### src/rtl/cpu_fetch_pkg.sv
// cpu_fetch_pkg: shared fetch-stage defaults and state encoding.
package cpu_fetch_pkg;
  localparam int          DEF_ADDR_W   = 32;
  localparam logic [31:0] DEF_RESET_PC = 32'd0;
  localparam int          INST_W       = 32;
  typedef enum logic {RUN, HALT} fetch_state_t;
endpackage

### src/rtl/inst_fetch_unit.sv
// inst_fetch_unit: drives a sync-read instruction memory and presents a valid/ready stream with redirects and range faults.
module inst_fetch_unit
  import cpu_fetch_pkg::*;
#(
  parameter int                ADDR_W    = DEF_ADDR_W,
  parameter int                MEM_DEPTH = 21,
  parameter logic [ADDR_W-1:0] RESET_PC  = ADDR_W'(DEF_RESET_PC),
  parameter int                CNT_W     = 16
) (
  input  logic              clk,
  input  logic              rst_n,
  output logic [ADDR_W-1:0] imem_addr,
  input  logic [INST_W-1:0] imem_rdata,
  input  logic              redirect_valid,
  input  logic [ADDR_W-1:0] redirect_pc,
  input  logic              inst_ready,
  output logic              inst_valid,
  output logic [INST_W-1:0] inst_word,
  output logic [ADDR_W-1:0] inst_pc,
  output logic              fault,
  output logic [CNT_W-1:0]  fetch_count
);
  localparam logic [ADDR_W-1:0] DEPTH = ADDR_W'(MEM_DEPTH);
  fetch_state_t      state_q, state_d;
  logic [ADDR_W-1:0] pc_q, pc_d, req_pc_q, req_pc_d;
  logic              req_v_q, req_v_d, fault_q, fault_d, stall;
  logic [CNT_W-1:0]  cnt_q, cnt_d;
  always_ff @(posedge clk or negedge rst_n) begin
    if (!rst_n) begin
      state_q  <= RUN;
      pc_q     <= RESET_PC;
      req_pc_q <= '0;
      req_v_q  <= 1'b0;
      fault_q  <= 1'b0;
      cnt_q    <= '0;
    end else begin
      state_q  <= state_d;
      pc_q     <= pc_d;
      req_pc_q <= req_pc_d;
      req_v_q  <= req_v_d;
      fault_q  <= fault_d;
      cnt_q    <= cnt_d;
    end
  end
  always_comb begin
    state_d  = state_q;
    pc_d     = pc_q;
    req_pc_d = req_pc_q;
    req_v_d  = req_v_q;
    fault_d  = fault_q;
    cnt_d    = (inst_valid && inst_ready && cnt_q != '1) ? cnt_q + 1'b1 : cnt_q;
    if (redirect_valid) begin
      if (redirect_pc < DEPTH) begin
        state_d  = RUN;
        fault_d  = 1'b0;
        req_pc_d = redirect_pc;
        req_v_d  = 1'b1;
        pc_d     = redirect_pc + 1'b1;
      end else begin
        state_d = HALT;
        fault_d = 1'b1;
        req_v_d = 1'b0;
      end
    end else if (state_q == RUN && !stall) begin
      if (pc_q < DEPTH) begin
        req_pc_d = pc_q;
        req_v_d  = 1'b1;
        pc_d     = pc_q + 1'b1;
      end else begin
        state_d = HALT;
        fault_d = 1'b1;
        req_v_d = 1'b0;
      end
    end
  end
  // A stall re-reads the held address so the memory keeps driving the same word.
  always_comb begin
    inst_valid  = req_v_q && state_q == RUN && !redirect_valid;
    stall       = inst_valid && !inst_ready;
    imem_addr   = !rst_n ? RESET_PC : redirect_valid ? redirect_pc : stall ? req_pc_q : pc_q;
    inst_word   = imem_rdata;
    inst_pc     = req_pc_q;
    fault       = fault_q;
    fetch_count = cnt_q;
  end
endmodule

### config.mk
export PLATFORM = sky130hd
export DESIGN_NAME = inst_fetch_unit
export DESIGN_NICKNAME = d
export VERILOG_FILES = /design/src/rtl/cpu_fetch_pkg.sv /design/src/rtl/inst_fetch_unit.sv
export SDC_FILE = /design/constraint.sdc
export NUM_CORES = 1
export LEC_CHECK = 0
export CAP_MARGIN = 20
export CORE_MARGIN = 2
export CORE_UTILIZATION = 39
export DETAILED_ROUTE_END_ITERATION = 8
export PLACE_DENSITY = 0.81
export SYNTH_ARGS = -nofsm -noshare
export SYNTH_HDL_FRONTEND = slang
export SYNTH_SLANG_ARGS = --single-unit
### constraint.sdc
create_clock -name clk -period 1.9 [get_ports clk]
set_clock_uncertainty 0.1 [all_clocks]
set_input_delay 0.19 -clock clk [delete_from_list [all_inputs] [get_ports clk]]
set_output_delay 0.19 -clock clk [all_outputs]
set_load 0.05 [all_outputs]
==> impl_metrics.ini, run 1 <==
[hold_path]
worst_hold_path.endpoint = inst_word[13]
min-delay-start = imem_rdata[13]
hold_path_depth = 0
min_path_type = input port to output port

[pwr]
combPwrFrac_pct = 43.3
p_seq_share_pct = 35.4
irDropWorstVdd_uv = 507
intPower_mw = 3.54
switching_share_pct = 39.2
p_leak_nw = 3.98
clockPowerShare_pct = 21.4
p_per_area_mw_per_mm2 = 734
switchingPower_mw = 2.28

[die]
core-area_mm2 = 0.0104
ios = 182
die-area_mm2 = 0.0117
die_h_um = 108
start_util_pct = 40.6
fp.dieW_um = 108
rows = 37

[drt]
viasPerCell = 6.02
drt-total-wl_um = 18200
num_vias = 4473
drt_iter0_markers = 310
ant_nets = 0
drc_errors = 0
wl_per_cell_um = 24.5
drt-pass1-iter-count = 5

[cts]
clock_sink_count = 82
cts_tree = done
clkSlewWorstSetupHoldPaths_ns = 0.10
clockBufferDepth = 2
htreeDepth = 3
clk_latency_ns = 0.37
cts-root-buf = clkbuf_8
cts_made_buffers = 9

[timing]
grt_setup_unrepaired = yes
worst_slew_pin_slew_ns = 0.674
slew_headroom_pct = 55.0
tns_ns = -27.02
hold_viol = 0
period_share_pct = 122
setup_ws_ns = -0.426
fmax_ghz = 0.430
setup_viol = 105
period_minus_slack_ns = 2.33
finalMaxSlewViolations = 0

[synth]
yosysSeqAreaShare_pct = 48.6
syn-cell-area_mm2 = 0.00422
synth_cell_types = 40
synth_fp_nets = 490
synth.most_common_cell = dfrtp_1
async_flop_share_pct = 100
ys.warnings.count = 0
synth_seq_cells = 82
synth_edf_count = 0
netlist_top_cells_count = dfrtp_1, and3_1, nor2_1
avgSynthCellArea_um2 = 10.1
synth.largest_area_cell = dfrtp_1
ys.flop_type = dfrtp_1
syn-instance-count = 420
synth.top_cell.area_share_pct = 48.6
synth.area.top_cells = dfrtp_1, and3_1, buf_4

[critical_path]
critPathMaxStageDelay_ns = 0.44
critical_path_class = flip-flop to output port
r2r-start = pc_q[6]
critical_path_buf_inv_count = 3
r2r_cells = 6
crit_required_ns = 1.61
path_max_fanout = 8
cp_cell_sequence = nor3b_4, buf_4, nand2b_4, buf_12, a211oi_4, buf_12
end_kind = output port
worstPathArrival_ns = 2.04
reg2reg_slack_ns = -0.30
startpoint_type = flip-flop
cpLargestDelayFamily = buffers and inverters
r2r-end = inst_pc[4]
crit_path_frequent_cell = buf_12
crit_slowest_cell = dfrtp_2

[global_routing]
grtUsageTotal_pct = 25.5
grt_max_degree = 60
grt_pass1_wl_um = 22800
grt_overflow_total = 0
grt_pass1_vias = 4281
antenna_found_initial = 0

[place]
post-place-ws_ns = -0.598
postPlaceCellArea_mm2 = 0.00654
place_congestion = 0.884
dp_hpwl_um = 9520
numPortBuffers = 117

[run_status]
status = finished, violations left
violations = negative setup slack

[job]
maxCapViolations = 0

[layout]
design_area_mm2 = 0.00794
drive_gt1_share_pct = 55.2
diodes = 0
nets = 672
area_growth_pct = 87.9
kinds of logic (layout without fill, tap and decap cells):
| kind of cell | after synthesis | after routing | synth area share, % |
|---|---|---|---|
| buffers and inverters | 65 | 250 | 8.86 |
| adders and majority gates | 2 | 2 | 0.592 |
| muxes | 26 | 26 | 6.69 |
| and+or+nand+nor | 173 | 175 | 22.5 |
| DFF | 82 | 82 | 48.6 |
| xor gates and xnor gates | 18 | 18 | 3.73 |
| AOI/OAI and AO/OA | 54 | 54 | 9.06 |
registers in the layout, summed over array words and instances (netlist names):
name and count:
inst_pc 32, fault 1, pc_q 32, req_v_q 1, fetch_count 16
stage by stage:
| step | hold slack [ns] | utilization [%] | power [mW] | cells |
|---|---|---|---|---|
| after CTS | 0.280 | 68.4 | 5.33 | 727 |
| after global routing | 0.280 | 76.2 | 6.01 | 743 |
| after floorplan | -0.206 | - | 3.36 | 420 |
| after detailed placement | 0.179 | 62.8 | 4.04 | 700 |
| final | 0.280 | 76.2 | 5.82 | 743 |
| after global placement | 0.160 | 62.8 | 3.97 | 700 |
power groups by stage:
stage / Combinational [mW] / Clock (mW) / Sequential, mW
CTS: 2.06 / 1.23 / 2.03
finish: 2.52 / 1.25 / 2.06
global placement: 1.93 / 0 / 2.05
floorplan: 1.02 / 0 / 2.34
global route: 2.61 / 1.33 / 2.07
detailed placement: 1.98 / 0 / 2.06
repair_timing:
action                                 in CTS  in global routing
endpoints found under the hold margin      82                  0
hold buffers                                1                  0
gates resized for setup                    86                132
buffers inserted                            8                 10
pin swaps                                  25                 32
cloned                                      2                  8
setup endpoints to repair                 114                133
area by class of cell:
cell class	instances	area [um^2]
timing repair buffer	228	2620
inverter	6	22.5
multi-input combinational	275	2880
fill	599	2480
sequential	82	2060
clock buffer	9	124
tap	136	170
clock inverter	7	60.1
how the worst max path moves through the flow:
stage	slack, ns	depth (start not counted)	start	to
after floorplan	-0.63	6	fault	imem_addr[12]
after global placement	-0.55	7	redirect_pc[24]	inst_pc[1]
after detailed placement	-0.60	7	redirect_pc[24]	inst_pc[0]
after CTS	-0.34	7	fault	imem_addr[10]
after global routing	-0.48	6	fault	imem_addr[22]
final	-0.43	6	fault	imem_addr[22]
cell usage in the layout (no fill, tap or decap), drive strengths merged, types with 3 or more instances in the layout:
cell type	count
buf	151
dfrtp	82
and3	63
nor2	35
clkdlybuf4s50	34
nand2	29
dlymetal6s2s	26
mux2i	20
a211oi	19
nor4	15
clkbuf	14
xnor2	12
dlygate4sd2	11
nand3	11
inv	10
a21oi	8
nand4	7
xor2	6
a221oi	6
mux2	6
a22oi	5
a31oi	5
o21ai	4
nand2b	4
nor3	3
routing by layer:
metal  vias up  share of wire (%)  wire length [um]  track usage (%)
li1       1836                  -                 -                -
met1      2285                 37              6780             31.3
met2       255                 51              9230             43.2
met3        97                6.8              1240             6.33
met4         0                5.4               991             10.3
met5         -                  0                 0                0
(Power assumes the default switching activity.)
==> run 2, diff against run 1 <==
--- a/config.mk
+++ b/config.mk
@@ -5,11 +5,12 @@
 export SDC_FILE = /design/constraint.sdc
 export NUM_CORES = 1
 export LEC_CHECK = 0
+export ABC_AREA = 1
 export CAP_MARGIN = 20
 export CORE_MARGIN = 2
-export CORE_UTILIZATION = 39
+export CORE_UTILIZATION = 41
 export DETAILED_ROUTE_END_ITERATION = 8
-export PLACE_DENSITY = 0.81
+export PLACE_DENSITY = 0.76
 export SYNTH_ARGS = -nofsm -noshare
 export SYNTH_HDL_FRONTEND = slang
 export SYNTH_SLANG_ARGS = --single-unit
==> run 2 against run 1 <==
Compared with the run above: cell area down 8.2%; via count up 5.4%; largest cell class unchanged; core utilization shrank 13 points; critical path depth is 5 higher; global-route usage shrank 2.7 points; largest power group is now sequential cells; worst setup slack better by 0.19 ns; sequential power shrank 15%; first-iteration DRC count grew 9.7%; die area is 8.2% higher; the run still ends with negative setup slack left; clock power grew 38%; fmax increased by 8.7%.
==> impl_metrics.ini, run 2 <==
[run_status]
status = finished, violations left
violations = negative setup slack

[place]
place_inst = 844
numPortBuffers = 117
place_congestion = 0.887
post-place-ws_ns = -0.191
dp_hpwl_um = 9960
postPlaceCellArea_mm2 = 0.00621

[die]
die_h_um = 112
fp.dieW_um = 112
die-area_mm2 = 0.0126
start_util_pct = 42.0
core-area_mm2 = 0.0115
rows = 39
ios = 182

[drt]
drt-pass1-iter-count = 5
drt_iter0_markers = 340
ant_nets = 0
num_vias = 4716
drc_errors = 0
wl_per_cell_um = 17.5
viasPerCell = 5.35
drt-total-wl_um = 15500

[cts]
clk_latency_ns = 0.33
clockBufferDepth = 2
clkSlewWorstSetupHoldPaths_ns = 0.06
htreeDepth = 3
cts-root-buf = clkbuf_16
cts_tree = done
clock_sink_count = 82
cts_made_buffers = 9

[synth]
async_flop_share_pct = 100
yosysSeqAreaShare_pct = 42.6
synth_cell_types = 32
synth.largest_area_cell = dfrtp_1
syn-instance-count = 613
synth.area.top_cells = dfrtp_1, nand2_1, buf_4
synth_fp_nets = 683
avgSynthCellArea_um2 = 7.86
synth_edf_count = 0
synth.top_cell.area_share_pct = 42.6
synth.most_common_cell = nand2_1
ys.flop_type = dfrtp_1
syn-cell-area_mm2 = 0.00482
ys.warnings.count = 0
synth_seq_cells = 82
netlist_top_cells_count = nand2_1, dfrtp_1, inv_1

[critical_path]
end_kind = output port
critical_path_class = flip-flop to output port
reg2reg_slack_ns = 0.08
path_max_fanout = 18
startpoint_type = flip-flop
cp_cell_sequence = nor2_1, nand2_1, nor2_4, buf_12, inv_2, buf_12, nand3_1, nand3_2, nand2_1, inv_1, buf_6
worstPathArrival_ns = 1.85
crit_slowest_cell = dfrtp_2
critPathMaxStageDelay_ns = 0.42
crit_required_ns = 1.61

[layout]
design_area_mm2 = 0.00728
diodes = 0
drive_gt1_share_pct = 30.4
final_common_cell = nand2_1
layout_common_cells = nand2_1, dfrtp_1, clkdlybuf4s50_1, inv_1, nor2_1
stdcell_count = 882
nets = 804
final_util_pct = 63.5
area_growth_pct = 51.1

[timing]
setup_ws_ns = -0.240
slew_headroom_pct = 60.3
period_share_pct = 113
setup_viol = 32
tns_ns = -6.08
fmax_ghz = 0.467
period_minus_slack_ns = 2.14
worst_slew_pin_slew_ns = 0.593
hold_viol = 0
grt_setup_unrepaired = yes
finalMaxSlewViolations = 0

[global_routing]
grtUsageTotal_pct = 22.8
grt_max_degree = 36
antenna_found_initial = 0
grt_pass1_wl_um = 23100
grt_pass1_vias = 4624
grt_overflow_total = 0

[hold_path]
min_path_type = input port to output port

[job]
maxCapViolations = 0

[pwr]
irDropWorstVdd_uv = 426
p_leak_nw = 3.87
p_per_area_mw_per_mm2 = 564
run 2: cells by family after synthesis:
| kind of cell | Yosys count | synth area share [%] |
|---|---|---|
| adder cells (fa/ha/maj) | 2 | 0.519 |
| AO/OA/AOI/OAI | 93 | 14.4 |
| buffers and inverters | 125 | 14.4 |
| AND/OR/NAND/NOR | 295 | 25.3 |
| flip-flops | 82 | 42.6 |
| XOR/XNOR | 16 | 2.91 |
run 2: power by group:
part | internal [mW] | switching (mW)
sequential | 1.75 | 0.0000000279
combinational | 0.259 | 0.370
clock | 1.05 | 0.679
run 2: final timing paths:
check / startpoint / to / depth (start not counted)
setup / recovery: fault / imem_addr[5] / 11
hold / removal: imem_rdata[13] / inst_word[13] / 0
setup reg to reg: fault / pc_q[28] / 10
hold reg to reg: req_v_q / req_v_q / 2
max in group asynchronous: rst_n / fetch_count[0] / 3
min in group asynchronous: rst_n / inst_pc[7] / 2
run 2: critical path: cells and delay by family (launching register included):
family,cells,cell delay [ns]
buffers and inverters,5,0.53
DFF,1,0.42
and+or+nand+nor,6,0.55
run 2: cell type report:
| class | count | area (um^2) |
|---|---|---|
| tap | 143 | 179 |
| inverter | 61 | 234 |
| fill | 853 | 4180 |
| clock buffer | 12 | 246 |
| sequential | 82 | 2060 |
| timing repair buffer | 174 | 2000 |
| multi-input combinational | 406 | 2510 |
| clock inverter | 4 | 51.3 |
run 2: repair_timing:
item,CTS,global route
resized for setup,75,54
endpoints found under the hold margin,65,0
setup buffers,4,6
gates cloned,3,5
hold buffers,3,0
pin swaps,9,18
endpoints found under the setup margin,32,115
run 2: stage by stage:
stage,hold slack [ns],total power [mW]
4_1_cts,0.280,4.07
2_1_floorplan,-0.206,2.25
3_5_place_dp,-0.0320,2.32
6_report,0.280,4.11
5_1_grt,0.280,4.23
3_3_place_gp,-0.0360,2.31
run 2: metal layers:
layer / GRT usage, % / wire length, um
met1: 28.3 / 6000
met3: 4.81 / 1160
met4: 10.8 / 501
met2: 38.1 / 7790
met5: 0 / 0
